[config.mk]
export PLATFORM = sky130hd
export DESIGN_NAME = main_control_fsm_flat
export DESIGN_NICKNAME = d
export VERILOG_FILES = /design/src/rtl/riscie_ctrl_pkg.sv /design/src/rtl/main_control_fsm_if.sv /design/src/rtl/main_control_fsm_mem_wait_timer.sv /design/src/rtl/main_control_fsm.sv /design/src/flat_wrapper.sv
export SDC_FILE = /design/constraint.sdc
export NUM_CORES = 1
export LEC_CHECK = 0
export ABC_AREA = 1
export CORE_ASPECT_RATIO = 0.75
export CORE_UTILIZATION = 48
export DETAILED_ROUTE_END_ITERATION = 7
export PLACE_DENSITY = 0.76
export SLEW_MARGIN = 20
export SYNTH_ARGS = -nofsm -noshare
export SYNTH_HDL_FRONTEND = slang
export SYNTH_SLANG_ARGS = --single-unit
[constraint.sdc]
create_clock -name clk -period 1.3 [get_ports clk]
set_input_delay 0.13 -clock clk [delete_from_list [all_inputs] [get_ports clk]]
set_output_delay 0.13 -clock clk [all_outputs]
set_load 0.02 [all_outputs]
[src/rtl/riscie_ctrl_pkg.sv]
// Shared definitions for the RV32-subset control path: opcodes, ALU operation
// classes and the main controller state encoding.
package riscie_ctrl_pkg;

    localparam logic [6:0] OP_R   = 7'b0110011;
    localparam logic [6:0] OP_LW  = 7'b0000011;
    localparam logic [6:0] OP_SW  = 7'b0100011;
    localparam logic [6:0] OP_BEQ = 7'b1100011;

    // ALU operation classes; the ALU-control block expands ALUOP_R using funct3/funct7.
    localparam logic [1:0] ALUOP_LDST = 2'b00;
    localparam logic [1:0] ALUOP_BR   = 2'b01;
    localparam logic [1:0] ALUOP_R    = 2'b10;

    typedef enum logic [3:0] {
        ST_FETCH,
        ST_DECODE,
        ST_R_EX,
        ST_R_WB,
        ST_ADDR,
        ST_MEM_RD,
        ST_LD_WB,
        ST_MEM_WR,
        ST_BR_EX,
        ST_HALT
    } ctrl_state_t;

endpackage

[src/rtl/main_control_fsm_if.sv]
// Control bundle between the main controller (master) and the datapath/memory
// side (slave).
interface main_control_fsm_if
    import riscie_ctrl_pkg::*;
#(
    parameter int CNT_W = 32
);
    logic [6:0]       opcode;
    logic             zero;
    logic             mem_ready;
    logic             mem_req;
    logic             mem_we;
    logic             ir_write;
    logic             pc_write;
    logic             pc_src;
    logic [1:0]       alu_op;
    logic             alu_src;
    logic             reg_write;
    logic             mem_to_reg;
    logic             illegal_instr;
    logic             bus_error;
    logic [CNT_W-1:0] instret;

    modport master (
        input  opcode, zero, mem_ready,
        output mem_req, mem_we, ir_write, pc_write, pc_src, alu_op, alu_src,
               reg_write, mem_to_reg, illegal_instr, bus_error, instret
    );

    modport slave (
        output opcode, zero, mem_ready,
        input  mem_req, mem_we, ir_write, pc_write, pc_src, alu_op, alu_src,
               reg_write, mem_to_reg, illegal_instr, bus_error, instret
    );

endinterface

[src/rtl/main_control_fsm_mem_wait_timer.sv]
// Counts memory wait cycles; expired is high on the last cycle a request may
// still complete before it is declared a timeout.
module mem_wait_timer #(
    parameter int MEM_TIMEOUT = 16
) (
    input  logic clk,
    input  logic rst_n,
    input  logic clear,
    input  logic count_en,
    output logic expired
);
    localparam logic [7:0] LAST = 8'(MEM_TIMEOUT - 1);

    logic [7:0] count_reg;

    always_ff @(posedge clk or negedge rst_n) begin
        if (!rst_n) begin
            count_reg <= '0;
        end else if (clear) begin
            count_reg <= '0;
        end else if (count_en && !expired) begin
            count_reg <= count_reg + 8'd1;
        end
    end

    assign expired = (count_reg == LAST);

endmodule

[src/rtl/main_control_fsm.sv]
// Multi-cycle main controller: sequences fetch/decode/execute/memory/writeback,
// waits on the memory handshake, flags illegal opcodes and timeouts, counts retires.
module main_control_fsm
    import riscie_ctrl_pkg::*;
#(
    parameter int MEM_TIMEOUT = 16,
    parameter int CNT_W       = 32
) (
    input  logic                   clk,
    input  logic                   rst_n,
    main_control_fsm_if.master     bus
);
    ctrl_state_t      state_reg, state_next;
    logic             illegal_reg, illegal_next;
    logic             bus_error_reg, bus_error_next;
    logic [CNT_W-1:0] instret_reg;
    logic             retire;
    logic             in_req;
    logic             wait_clear, wait_en, wait_expired;

    logic       mem_req, mem_we, ir_write, pc_write, pc_src;
    logic [1:0] alu_op;
    logic       alu_src, reg_write, mem_to_reg;

    mem_wait_timer #(.MEM_TIMEOUT(MEM_TIMEOUT)) u_timer (
        .clk      (clk),
        .rst_n    (rst_n),
        .clear    (wait_clear),
        .count_en (wait_en),
        .expired  (wait_expired)
    );

    always_comb begin
        state_next     = state_reg;
        illegal_next   = illegal_reg;
        bus_error_next = bus_error_reg;
        retire         = 1'b0;
        in_req         = 1'b0;
        mem_req        = 1'b0;
        mem_we         = 1'b0;
        ir_write       = 1'b0;
        pc_write       = 1'b0;
        pc_src         = 1'b0;
        alu_op         = ALUOP_LDST;
        alu_src        = 1'b0;
        reg_write      = 1'b0;
        mem_to_reg     = 1'b0;

        case (state_reg)
            ST_FETCH: begin
                in_req  = 1'b1;
                mem_req = 1'b1;
                if (bus.mem_ready) begin
                    ir_write   = 1'b1;
                    pc_write   = 1'b1;
                    state_next = ST_DECODE;
                end
            end
            ST_DECODE: begin
                case (bus.opcode)
                    OP_R:         state_next = ST_R_EX;
                    OP_LW, OP_SW: state_next = ST_ADDR;
                    OP_BEQ:       state_next = ST_BR_EX;
                    default: begin
                        state_next   = ST_HALT;
                        illegal_next = 1'b1;
                    end
                endcase
            end
            ST_R_EX: begin
                alu_op     = ALUOP_R;
                state_next = ST_R_WB;
            end
            ST_R_WB: begin
                reg_write  = 1'b1;
                retire     = 1'b1;
                state_next = ST_FETCH;
            end
            ST_ADDR: begin
                alu_src    = 1'b1;
                state_next = (bus.opcode == OP_LW) ? ST_MEM_RD : ST_MEM_WR;
            end
            ST_MEM_RD: begin
                in_req  = 1'b1;
                mem_req = 1'b1;
                alu_src = 1'b1;
                if (bus.mem_ready) state_next = ST_LD_WB;
            end
            ST_LD_WB: begin
                reg_write  = 1'b1;
                mem_to_reg = 1'b1;
                retire     = 1'b1;
                state_next = ST_FETCH;
            end
            ST_MEM_WR: begin
                in_req  = 1'b1;
                mem_req = 1'b1;
                mem_we  = 1'b1;
                alu_src = 1'b1;
                if (bus.mem_ready) begin
                    retire     = 1'b1;
                    state_next = ST_FETCH;
                end
            end
            ST_BR_EX: begin
                alu_op     = ALUOP_BR;
                pc_write   = bus.zero;
                pc_src     = bus.zero;
                retire     = 1'b1;
                state_next = ST_FETCH;
            end
            ST_HALT:  state_next = ST_HALT;
            default:  state_next = ST_HALT;
        endcase

        // A completing access on the expiry cycle wins over the timeout.
        if (in_req && !bus.mem_ready && wait_expired) begin
            state_next     = ST_HALT;
            bus_error_next = 1'b1;
        end

        // FETCH is the reset state but must not request memory while held in reset.
        if (!rst_n) begin
            mem_req  = 1'b0;
            ir_write = 1'b0;
            pc_write = 1'b0;
        end
    end

    assign wait_clear = !in_req || bus.mem_ready;
    assign wait_en    = in_req && !bus.mem_ready;

    always_ff @(posedge clk or negedge rst_n) begin
        if (!rst_n) begin
            state_reg     <= ST_FETCH;
            illegal_reg   <= 1'b0;
            bus_error_reg <= 1'b0;
            instret_reg   <= '0;
        end else begin
            state_reg     <= state_next;
            illegal_reg   <= illegal_next;
            bus_error_reg <= bus_error_next;
            if (retire) instret_reg <= instret_reg + 1'b1;
        end
    end

    assign bus.mem_req       = mem_req;
    assign bus.mem_we        = mem_we;
    assign bus.ir_write      = ir_write;
    assign bus.pc_write      = pc_write;
    assign bus.pc_src        = pc_src;
    assign bus.alu_op        = alu_op;
    assign bus.alu_src       = alu_src;
    assign bus.reg_write     = reg_write;
    assign bus.mem_to_reg    = mem_to_reg;
    assign bus.illegal_instr = illegal_reg;
    assign bus.bus_error     = bus_error_reg;
    assign bus.instret       = instret_reg;

endmodule
[src/flat_wrapper.sv]
// flat-port wrapper written by rule: the top's interface ports become plain ports
module main_control_fsm_flat import riscie_ctrl_pkg::*;
#(
    parameter int MEM_TIMEOUT = 16,
    parameter int CNT_W       = 32
)
  (clk, rst_n, bus_opcode, bus_zero, bus_mem_ready, bus_mem_req, bus_mem_we, bus_ir_write, bus_pc_write, bus_pc_src, bus_alu_op, bus_alu_src, bus_reg_write, bus_mem_to_reg, bus_illegal_instr, bus_bus_error, bus_instret);
  main_control_fsm_if #(.CNT_W(CNT_W)) bus_i ();
  input  logic clk;
  input  logic rst_n;
  input wire logic [$bits(bus_i.opcode)-1:0] bus_opcode;
  input wire logic [$bits(bus_i.zero)-1:0] bus_zero;
  input wire logic [$bits(bus_i.mem_ready)-1:0] bus_mem_ready;
  output wire logic [$bits(bus_i.mem_req)-1:0] bus_mem_req;
  output wire logic [$bits(bus_i.mem_we)-1:0] bus_mem_we;
  output wire logic [$bits(bus_i.ir_write)-1:0] bus_ir_write;
  output wire logic [$bits(bus_i.pc_write)-1:0] bus_pc_write;
  output wire logic [$bits(bus_i.pc_src)-1:0] bus_pc_src;
  output wire logic [$bits(bus_i.alu_op)-1:0] bus_alu_op;
  output wire logic [$bits(bus_i.alu_src)-1:0] bus_alu_src;
  output wire logic [$bits(bus_i.reg_write)-1:0] bus_reg_write;
  output wire logic [$bits(bus_i.mem_to_reg)-1:0] bus_mem_to_reg;
  output wire logic [$bits(bus_i.illegal_instr)-1:0] bus_illegal_instr;
  output wire logic [$bits(bus_i.bus_error)-1:0] bus_bus_error;
  output wire logic [$bits(bus_i.instret)-1:0] bus_instret;
  assign bus_i.opcode = bus_opcode;
  assign bus_i.zero = bus_zero;
  assign bus_i.mem_ready = bus_mem_ready;
  assign bus_mem_req = bus_i.mem_req;
  assign bus_mem_we = bus_i.mem_we;
  assign bus_ir_write = bus_i.ir_write;
  assign bus_pc_write = bus_i.pc_write;
  assign bus_pc_src = bus_i.pc_src;
  assign bus_alu_op = bus_i.alu_op;
  assign bus_alu_src = bus_i.alu_src;
  assign bus_reg_write = bus_i.reg_write;
  assign bus_mem_to_reg = bus_i.mem_to_reg;
  assign bus_illegal_instr = bus_i.illegal_instr;
  assign bus_bus_error = bus_i.bus_error;
  assign bus_instret = bus_i.instret;
  main_control_fsm #(.MEM_TIMEOUT(MEM_TIMEOUT), .CNT_W(CNT_W)) u_core (.clk(clk), .rst_n(rst_n), .bus(bus_i));
endmodule
==> results list, run 1 <==
* Failing checks: setup timing
* Count of warnings emitted by yosys: 0
* Leakage power of the design: 2.49 nW
- After synthesis, flip-flops and latches occupy 37.7% of the total area.
- Counting flops and latches in the post-synthesis netlist gives 46.
- Entering global routing, the biggest net connects 47 pins.
- Reg-to-reg critical path startpoint: u_core.state_reg[3]
* Synthesized net count: 488
- For this run, the top clock speed supported by timing is 587 MHz.
- Max Buffers Root-to-Sink: 2
- For this run, global-route usage on met1 was measured as 46.6%.
- Critical path type: reg2reg
* Starting density of the core: 51.2%
* VDD IR max: 0.000621 V
* Number of placement rows: 24
- Area added between synthesis and finish: 64.4%
- Max-Cap Viols: 0
* Setup crit end: u_core.bus.instret[18]
- Endpoints failing hold: 0
* Core box area: 5980 sq um
* Startpoint type of the worst setup path: flip-flop
* RSZ-0062 raised after global routing: yes
- CTS Buf Count: 5
- Data required time at the worst endpoint: 1520 ps
- Power Density: 531 nW/um^2
- Across the routed clock network, the largest skew measured is 11.0 ps.
* CP Data Arrival Time: 1920 ps
- Number of nets still failing antenna checks after routing: 0
- The final number of max-transition violations came to 0.
* RD Place Congestion: 0.914
- Run status: finished with violations
- Reg-to-reg endpoint: u_core.bus.instret[18]
- Setup ws final: -404 ps
- Post-Syn Area: 3060 sq um
- Of the cells placed in the final design, the portion with a size suffix greater than 1 is 41.0%.
- The worst path uses 131% of the clock period.
- After routing the design area is 5020 sq um.
* Total half-perimeter wirelength after legalization and detailed placement: 7.22 mm
- Type of element capturing the critical path: flip-flop
* Number of design rule violations left after detail routing: 0
- Origin of the worst setup path: u_core.state_reg[3]
- Layout fillers: 356
* TritonCTS clock tree: done
* Initial antenna violation count: 0
- Internal reg-to-reg setup slack: -400 ps
- Clock transition at the registers of the reported paths: 100 ps
- Kind of path behind the tightest hold check: in2async
* Number of distinct library cells after synthesis: 28
* Htree depth: 2
- The number of global-route vias before repair is 3599.
- Crit path time final: 1700 ps
- In the synthesized netlist, the number of instances is 475.
- Met3 layer usage reported by global route: 4.84%
* Post-detailed-route wirelength per cell: 17.3 um
- For the worst flop-to-flop path, the logic depth is 11.
* Die area: 6690 sq um
- Total power for the finished layout comes to 2.67 mW.
* First-pass iteration count of the detailed router: 6
- Averaged over all synthesized cells, the footprint is 6.44 sq um.
* Critical path peak fanout: 7
- Global-route wire length before repair: 17.0 mm
* Sum of overflow across all layers after global routing: 0
- DRC violation total after the first TritonRoute iteration: 419
* Combined global-route utilization of all metal layers: 33.0%
- Dividing the detail-routed via count by the number of cells gives 5.68.
- The repair_antennas step left the layout with diodes totalling 0.
- For the pin with the worst max-slew slack, the measured transition is 625 ps.
* Worst-skew pair later-pin latency: 310 ps
* Setup-failing EPs final: 56
* Relative slew slack: 58.3%
- Global routing met2 resource utilization: 52.9%
* I/O Pins: 55
* Clk root buf: sky130_fd_sc_hd__clkbuf_8
- The detailed router placed 4041 vias in this run.
- GRT Max-Usage Layer: met2
- Setup_tns: -15070 ps
* Final net count: 646
- Max reg flops: 32
- Post-Route WL: 12.3 mm
- Total number of clock tree sinks: 46
- Width of the chip: 94.1 um
* Vertical die dimension: 71.1 um
- Final hold analysis gives a worst-case slack of 491 ps.
- Post-DP Area: 4320 sq um
- In this run the tool buffered the top-level ports with 54 buffer cells.
## cell families after synthesis
kind of cell / Yosys count / share of synthesized area, %
simple gates: 330 / 46.0
buf+inv: 66 / 9.17
flops: 46 / 37.7
xor+xnor: 9 / 2.58
fa+ha+maj: 2 / 0.819
compound gates: 22 / 3.81
## metrics by stage
stage | utilization (%) | worst slack (ps) | instances
after floorplan | - | -135 | 475
after global placement | 72.3 | -334 | 675
after detailed placement | 72.3 | -385 | 675
after CTS | 79.5 | -310 | 701
after global routing | 84.1 | -460 | 712
final | 84.1 | -404 | 712
## cells in the final DEF (no fill, tap or decap), types with 8 or more instances in the layout
| master | Yosys | routed |
|---|---|---|
| sky130_fd_sc_hd__buf_4 | 1 | 87 |
| sky130_fd_sc_hd__nand2_1 | 180 | 142 |
| sky130_fd_sc_hd__inv_2 | 1 | 9 |
| sky130_fd_sc_hd__nand2_2 | 3 | 28 |
| sky130_fd_sc_hd__clkdlybuf4s50_1 | 0 | 9 |
| sky130_fd_sc_hd__clkbuf_2 | 0 | 12 |
| sky130_fd_sc_hd__nor2_4 | 1 | 12 |
| sky130_fd_sc_hd__inv_1 | 56 | 42 |
| sky130_fd_sc_hd__dfrtp_2 | 0 | 17 |
| sky130_fd_sc_hd__nor2_2 | 4 | 8 |
| sky130_fd_sc_hd__buf_6 | 3 | 19 |
| sky130_fd_sc_hd__dfrtp_1 | 46 | 29 |
| sky130_fd_sc_hd__nor2_1 | 74 | 59 |
| sky130_fd_sc_hd__nand3_1 | 32 | 27 |
| sky130_fd_sc_hd__dlygate4sd2_1 | 0 | 13 |
| sky130_fd_sc_hd__nand2_4 | 1 | 13 |
| sky130_fd_sc_hd__nand4_1 | 23 | 23 |
| sky130_fd_sc_hd__xor2_1 | 9 | 9 |
## layer usage
layer | up-vias | wire length, um
met1 | 1908 | 4880
li1 | 1816 | -
met3 | 50 | 1260
met5 | - | 0
met4 | 0 | 432
met2 | 267 | 5710
## worst max-delay path, cell delays in order, from the launching register on
cell,delay (ps)
sky130_fd_sc_hd__dfrtp_2,470
sky130_fd_sc_hd__nor2_4,150
sky130_fd_sc_hd__buf_4,150
sky130_fd_sc_hd__nand2_2,80
sky130_fd_sc_hd__nand2_4,60
sky130_fd_sc_hd__buf_6,90
sky130_fd_sc_hd__clkinv_4,40
sky130_fd_sc_hd__nand3_4,150
sky130_fd_sc_hd__buf_12,170
sky130_fd_sc_hd__nand3_1,110
sky130_fd_sc_hd__nand2_1,90
sky130_fd_sc_hd__nand2_1,50
## power by group
part,leakage [nW],switching (mW),internal [mW]
logic,1.84,0.0556,0.0375
registers,0.598,0,1.43
clock network,0.0504,0.572,0.573
total,2.49,0.627,2.04
## synthesized netlist by cell type (all sizes together)
| cell type | n | share of area [%] |
|---|---|---|
| nand2 | 184 | 23 |
| or2 | 1 | 0.20 |
| inv | 58 | 7.2 |
| xor2 | 9 | 2.6 |
| buf | 7 | 1.8 |
| a21oi | 12 | 2.0 |
| nor3 | 7 | 1.1 |
| o21ai | 7 | 1.1 |
| nand4 | 23 | 4.7 |
| clkbuf | 1 | 0.12 |
| nand3 | 33 | 5.8 |
| o31ai | 1 | 0.25 |
| ha | 2 | 0.82 |
| a211oi | 1 | 0.25 |
| dfrtp | 46 | 38 |
| nand3b | 3 | 0.74 |
| o22ai | 1 | 0.20 |
| nor2 | 79 | 10 |
## final cells by class
cell class / count / area (sq um) / share of cell area, %
multi-input combinational: 363 / 2010 / 40.0
timing repair buffer: 159 / 1390 / 27.7
sequential: 46 / 1170 / 23.3
inverter: 58 / 243 / 4.83
tap: 78 / 97.6 / 1.94
clock buffer: 5 / 68.8 / 1.37
clock inverter: 3 / 45.0 / 0.896
## worst min-delay path by stage
stage	start	to	slack [ps]
finish	rst_n	u_core.u_timer.count_reg[4]	490
global route	u_core.bus.bus_error	u_core.bus.bus_error	540
CTS	u_core.bus.illegal_instr	u_core.bus.illegal_instr	470
detailed placement	rst_n	u_core.u_timer.count_reg[6]	300
global placement	rst_n	u_core.u_timer.count_reg[6]	290
floorplan	rst_n	u_core.bus.bus_error	-170
## timing repair
item,4_1_cts,5_1_grt
hold buffers,1,0
pin swaps,11,25
endpoints found under the hold margin,46,0
setup buffers,16,9
gates resized for setup,169,89
gates cloned,2,3
setup endpoints to repair,89,74
Power figures use the tool's default switching activity.
==> run 2: changes to the inputs <==
Settings changed: MAX_ROUTING_LAYER set to met4, PLACE_DENSITY 0.76 to unset, PLACE_DENSITY_LB_ADDON set to 0.1, REMOVE_ABC_BUFFERS set to 1.
==> run 2 against run 1 <==
- the flow still finishes with violations (setup timing)
- die area stayed put
- final cell count is 1.1% higher
- final area is 0.52% lower
- sequential share of layout area is 0.25 points lower
- hold slack worse by 4.4 ps
- critical path depth is 5 lower
- power is 5.7% lower
- clock power is 13% lower
- flip-flop and latch count stayed put
- first-iteration DRC count is 6.7% higher
- register-to-register slack hardly changed
- core utilization is 0.44 points lower
- critical path type is now reg2out
==> results list, run 2 (same netlist as run 1, synthesis figures left out) <==
* Critical path type: reg2out
- STA classifies the critical path endpoint as a primary output.
- Setup_tns: -16470 ps
- Startpoint type of the worst setup path: flip-flop
- Number of design rule violations left after detail routing: 0
* Global-route wire length before repair: 16.7 mm
* Internal Pwr Total: 1.86 mW
- Relative slew slack: 58.1%
- Setup ws final: -417 ps
- The H-tree was split into 2 levels.
- Data arrives at the worst endpoint at 1590 ps.
- Number of nets still failing antenna checks after routing: 0
- Setup repair after global routing could not meet its margin everywhere.
- Worst-skew pair later-pin latency: 320 ps
* Critical path peak fanout: 5
- Reg-to-reg critical path startpoint: u_core.state_reg[1]
- Measured along the y axis, the die boundary spans 71.1 um.
* I/O Pins: 55
- Post-detailed-route wirelength per cell: 16.4 um
- Routed via count divided by cell count: 5.50
- Clk root buf: sky130_fd_sc_hd__clkbuf_8
* Run status: finished with violations
- Starting density of the core: 51.2%
- Summed over all layers, the global routing overflow is 0.
* Commonest non-fill, non-tap cell in the layout: sky130_fd_sc_hd__nand2_1
- Final net count: 654
- STA puts the critical path data required time at 1170 ps.
- The clock drives 46 sinks.
* Pre-CTS WS: -542 ps
- For this design the ratio of total power to cell area is 503 nW/um^2.
- Crit path time final: 1720 ps
- Clock-pin slew was measured on the worst setup and hold paths at 100 ps.
* Origin of the worst setup path: u_core.state_reg[3]
- Leaving out fill and tap cells, the most frequent cells in the layout are sky130_fd_sc_hd__nand2_1, sky130_fd_sc_hd__buf_4, sky130_fd_sc_hd__nor2_1.
* Fraction of final layout cells with drive strength greater than 1: 39.9%
* RD Place Congestion: 0.951
- TritonCTS clock tree: done
- In this run, placement finished with an instance count of 691.
- Die area: 6690 sq um
- Detailed placement ended at an HPWL of 7.13 mm.
- Switching portion of total power: 26.2%
- Initial antenna violation count: 0
- Maximum number of pins on one net before global-route repair: 47
- Sequential cells account for 56.8% of the total power.
* IO Port Bufs: 54
* Width of the chip: 94.1 um
- Endpoints failing hold: 0
- Layout fillers: 361
- The first routing iteration left 447 violations.
* Kind of path behind the tightest hold check: in2async
- The number of antenna diodes in the final layout is 0.
* Final non-filler cell total: 720
- Highest achievable clock rate: 582 MHz
- IR analysis of the VDD net gives a maximum drop of 0.000432 V.
* Post-Route WL: 11.8 mm
- Power consumption: 2.52 mW
- The floorplan step defined a core boundary enclosing 5980 sq um.
* Failing checks: setup timing
* Max reg flops: 32
* First-pass iteration count of the detailed router: 5
* Pin slew with the least headroom to its limit: 629 ps
- CTS Buf Count: 5
* Net switching power: 0.659 mW
* Fraction of the cycle the final worst path needs: 132%
- Leakage power of the design: 2.49 nW
- In the global route stage, overall resource usage came out at 33.5%.
- Area added between synthesis and finish: 63.5%
* Max-Cap Viols: 0
- The final route contains 3962 vias.
- The clock network is responsible for 39.5% of the overall power.
- Gate power share: 3.7%
- Worst clock skew: 6.77 ps
* Number of placement rows: 24
* Vias in the first global route: 3495
* Setup-failing EPs final: 56
- The final number of max-transition violations was 0.
- Max Buffers Root-to-Sink: 2
## run 2: cell count changes in the layout (fill, tap and decap cells not counted), sizes merged
cell and delta:
buf +12, dlygate4sd2 -6, inv +2, clkdlybuf4s15 +1, clkinvlp -1, clkbuf +1, bufinv -1
## run 2: what timing repair did
| item | in CTS | in global routing |
|---|---|---|
| buffers inserted | 8 | 13 |
| endpoints found under the hold margin | 46 | 0 |
| resized for setup | 187 | 114 |
| hold buffers | 1 | 0 |
| pin swaps | 15 | 31 |
| gates cloned | 1 | 2 |
| setup endpoints to repair | 89 | 80 |
## run 2: through the flow
step	cell area, sq um	hold slack [ps]	utilization [%]
after floorplan	3000	-166	-
after global placement	4350	302	72.7
after detailed placement	4350	312	72.7
after CTS	4710	483	78.8
after global routing	5000	521	83.6
final	5000	487	83.6
## run 2: worst max-delay path: stages, from the launching register on
cell	delay, ps
sky130_fd_sc_hd__dfrtp_1	440
sky130_fd_sc_hd__buf_6	170
sky130_fd_sc_hd__nor2_4	170
sky130_fd_sc_hd__buf_6	120
sky130_fd_sc_hd__nand2_4	50
sky130_fd_sc_hd__a21oi_2	150
sky130_fd_sc_hd__buf_4	160
## run 2: power by group through the flow
stage	clock, mW	combinational, mW	sequential, mW
floorplan	0	0.0102	1.46
global placement	0	0.0821	1.46
detailed placement	0	0.0836	1.46
CTS	0.959	0.0870	1.43
global route	1.03	0.105	1.43
finish	0.994	0.0929	1.43
## run 2: routing by layer
layer | wire, um | vias up | global-route usage (%)
met5 | 0 | - | -
met4 | 370 | 0 | 7.35
met3 | 1190 | 48 | 5.59
met2 | 5450 | 243 | 52.3
met1 | 4770 | 1838 | 45.6
li1 | - | 1833 | -
## run 2: final cells by class
type / instances / area [sq um] / area share [%]
clock inverters: 3 / 25.0 / 0.501
inverters: 58 / 235 / 4.71
flip-flops and latches: 46 / 1150 / 23.1
multi-input cells: 363 / 1990 / 39.8
repair buffers: 167 / 1430 / 28.6
clock buffers: 5 / 68.8 / 1.38
well taps: 78 / 97.6 / 1.95
## run 2: final timing paths
kind	endpoint	slack (ps)	cells past startpoint
min reg2reg	u_core.bus.bus_error	490	1
max reg2reg	u_core.bus.instret[8]	-400	12
min	u_core.u_timer.count_reg[6]	490	3
min in group clk	u_core.bus.bus_error	490	1
max in group asynchronous	u_core.bus.instret[19]	350	3
max	bus_mem_req	-420	6
==> run 3: changes to the inputs <==
Settings changed: CORE_MARGIN set to 10.
==> run 3 against run 2 <==
- the flow still finishes with violations (setup timing)
- flip-flop and latch count unchanged
- critical path depth grew 1
- register-to-register slack better by 30 ps
- power decreased by 1.4%
- clock-buffer cell count did not move
- critical path type unchanged
- highest routed layer unchanged
==> results list, run 3 (same netlist as run 1, synthesis figures left out) <==
* Max reg flops: 32
* Number of placement rows: 25
- Fraction of final layout cells with drive strength greater than 1: 38.7%
- Summed over all cells, the static leakage comes to 2.62 nW.
* Total half-perimeter wirelength after legalization and detailed placement: 7.79 mm
* Critical path's top delay family: flip-flops
- DRC violation total after the first TritonRoute iteration: 347
* Cell repeated most along the worst path: sky130_fd_sc_hd__buf_6
* RSZ-0062 raised after global routing: yes
* CP Data Arrival Time: 1570 ps
* Number of placed instances with taps included: 692
* Cell depth of the worst setup path: 7
- The worst register-to-register path ends at u_core.bus.instret[4].
- During placement, the flow inserted port buffers numbering 54.
- The worst setup path is of the reg2out kind.
* Core box area: 6260 sq um
- In this run the register-to-register setup slack is -370 ps.
- Failing checks: setup timing
- Highest achievable clock rate: 589 MHz
- Maximum number of pins on one net before global-route repair: 47
- Buffers inserted during clock tree synthesis total 5.
- Setup-failing EPs final: 58
* Worst-skew pair later-pin latency: 320 ps
* Setup_tns: -14270 ps
- Walking the worst path, the cells encountered are buf_6 > nor2_4 > nand3_4 > inv_2 > nand2_2 > a21oi_2 > buf_6.
* Htree depth: 2
- Setup ws final: -397 ps
- Vertical die dimension: 89.1 um
* Kind of path behind the tightest hold check: in2async
- The die covers 9990 sq um.
- The worst-case IR drop observed on VDD is 0.000409 V.
* Overall via count from detail_route: 3953
- Once the floorplan was initialized, standard cells occupied 48.9% of the core.
- Fraction of the cycle the final worst path needs: 131%
- The clock passes through at most 2 buffers.
* Power Density: 481 nW/um^2
* Data required time at the worst endpoint: 1170 ps
- Sum of overflow across all layers after global routing: 0
- In this run the clock root is driven by a sky130_fd_sc_hd__clkbuf_8.
- For the final database, setup skew stands at 17.0 ps.
* Largest stage delay, worst path: 420 ps
* Layout fillers: 403
- The top cell types in the final layout, fill and taps aside, are sky130_fd_sc_hd__nand2_1, sky130_fd_sc_hd__buf_4, sky130_fd_sc_hd__nor2_1.
* Crit path time final: 1700 ps
- Count of final max-slew check failures: 0
* Reg-to-reg critical path startpoint: u_core.state_reg[0]
* Vias in the first global route: 3594
* Total number of clock tree sinks: 46
- The flow ran to the end, but the final reports show violations.
* Clock transition at the registers of the reported paths: 110 ps
- The count of nets left with antenna violations once routing finished came out at 0.
- Number of design rule violations left after detail routing: 0
- Commonest non-fill, non-tap cell in the layout: sky130_fd_sc_hd__nand2_1
- Pin slew with the least headroom to its limit: 625 ps
- Global-route wire length before repair: 18.2 mm
* Critical path peak fanout: 3
- The final layout contains 669 nets.
* Post-Route WL: 12.1 mm
- In this run the count of I/O pins placed on the die edge is 55.
* Relative slew slack: 58.4%
* Type of element capturing the critical path: primary output
- The initial antenna violation count was 0.
* Number of buffer and inverter instances along the worst setup path: 3
- The first TritonRoute pass finished after 7 iterations.
- Logic depth of the worst register-to-register path: 9
- Width of the chip: 112 um
* Startpoint type of the worst setup path: flip-flop
- Max-Cap Viols: 0
- Post-detailed-route wirelength per cell: 16.4 um
- Slowest CP cell: sky130_fd_sc_hd__dfrtp_1
* RD Place Congestion: 0.967
- Total inserted antenna cells: 0
- TritonCTS clock tree: done
* Routed via count divided by cell count: 5.36
- The number of failing hold endpoints at the final stage was 0.
* Combined global-route utilization of all metal layers: 23.0%
- Final non-filler cell total: 738
- The area growth from synthesis to layout is 68.7%.
## run 3: stage by stage
stage               utilization, %  power, mW  setup WS [ps]  area [sq um]  hold WS [ps]
CTS                           77.9       2.48           -314          4880           487
finish                        82.4       2.48           -397          5160           470
global placement              69.1       1.54           -359          4320           292
detailed placement            69.1       1.54           -516          4320           307
floorplan                        -       1.47           -705          3000          -166
global route                  82.4       2.55           -455          5160           526
## run 3: worst min-delay path, stage by stage
cell	delay, ps
sky130_fd_sc_hd__dlygate4sd3_1	510
sky130_fd_sc_hd__buf_2	120
sky130_fd_sc_hd__buf_4	510
## run 3: layout make-up
cell class	count	area (sq um)	area share [%]
Multi-Input combinational cell	363	1950	37.8
Timing Repair Buffer	182	1630	31.5
Sequential cell	46	1150	22.4
Inverter	58	233	4.51
Tap cell	81	101	1.97
Clock buffer	5	68.8	1.33
Clock inverter	3	23.8	0.461
## run 3: where the power goes
group / internal (mW) / total [mW] / switching [mW]
registers: 1.43 / 1.43 / 0
logic: 0.0369 / 0.0896 / 0.0527
clock network: 0.386 / 0.962 / 0.575
total: 1.85 / 2.48 / 0.628
## run 3: timing repair
item / 4_1_cts / 5_1_grt
hold endpoints to repair: 46 / 0
endpoints found under the setup margin: 89 / 78
gates cloned: 4 / 3
setup buffers: 17 / 15
hold buffers: 1 / 0
pin swaps: 26 / 22
gates resized for setup: 204 / 90
## run 3: routing by layer
layer	part of all wire, %	vias to the layer above	wire length, um	track usage (%)
met1	44	1869	5300	30.3
met2	46	197	5540	36.2
li1	-	1862	-	-
met3	9.0	25	1090	4.36
met5	0	-	0	-
met4	1.8	0	217	4.71
## run 3: how the worst max path moves through the flow
stage | start | endpoint | slack, ps
final | u_core.state_reg[0] | bus_pc_write | -400
after global routing | u_core.state_reg[0] | bus_pc_write | -460
after CTS | u_core.state_reg[1] | bus_pc_write | -310
after global placement | u_core.state_reg[2] | bus_pc_write | -360
after detailed placement | u_core.state_reg[0] | bus_pc_write | -520
after floorplan | u_core.state_reg[0] | bus_pc_write | -710
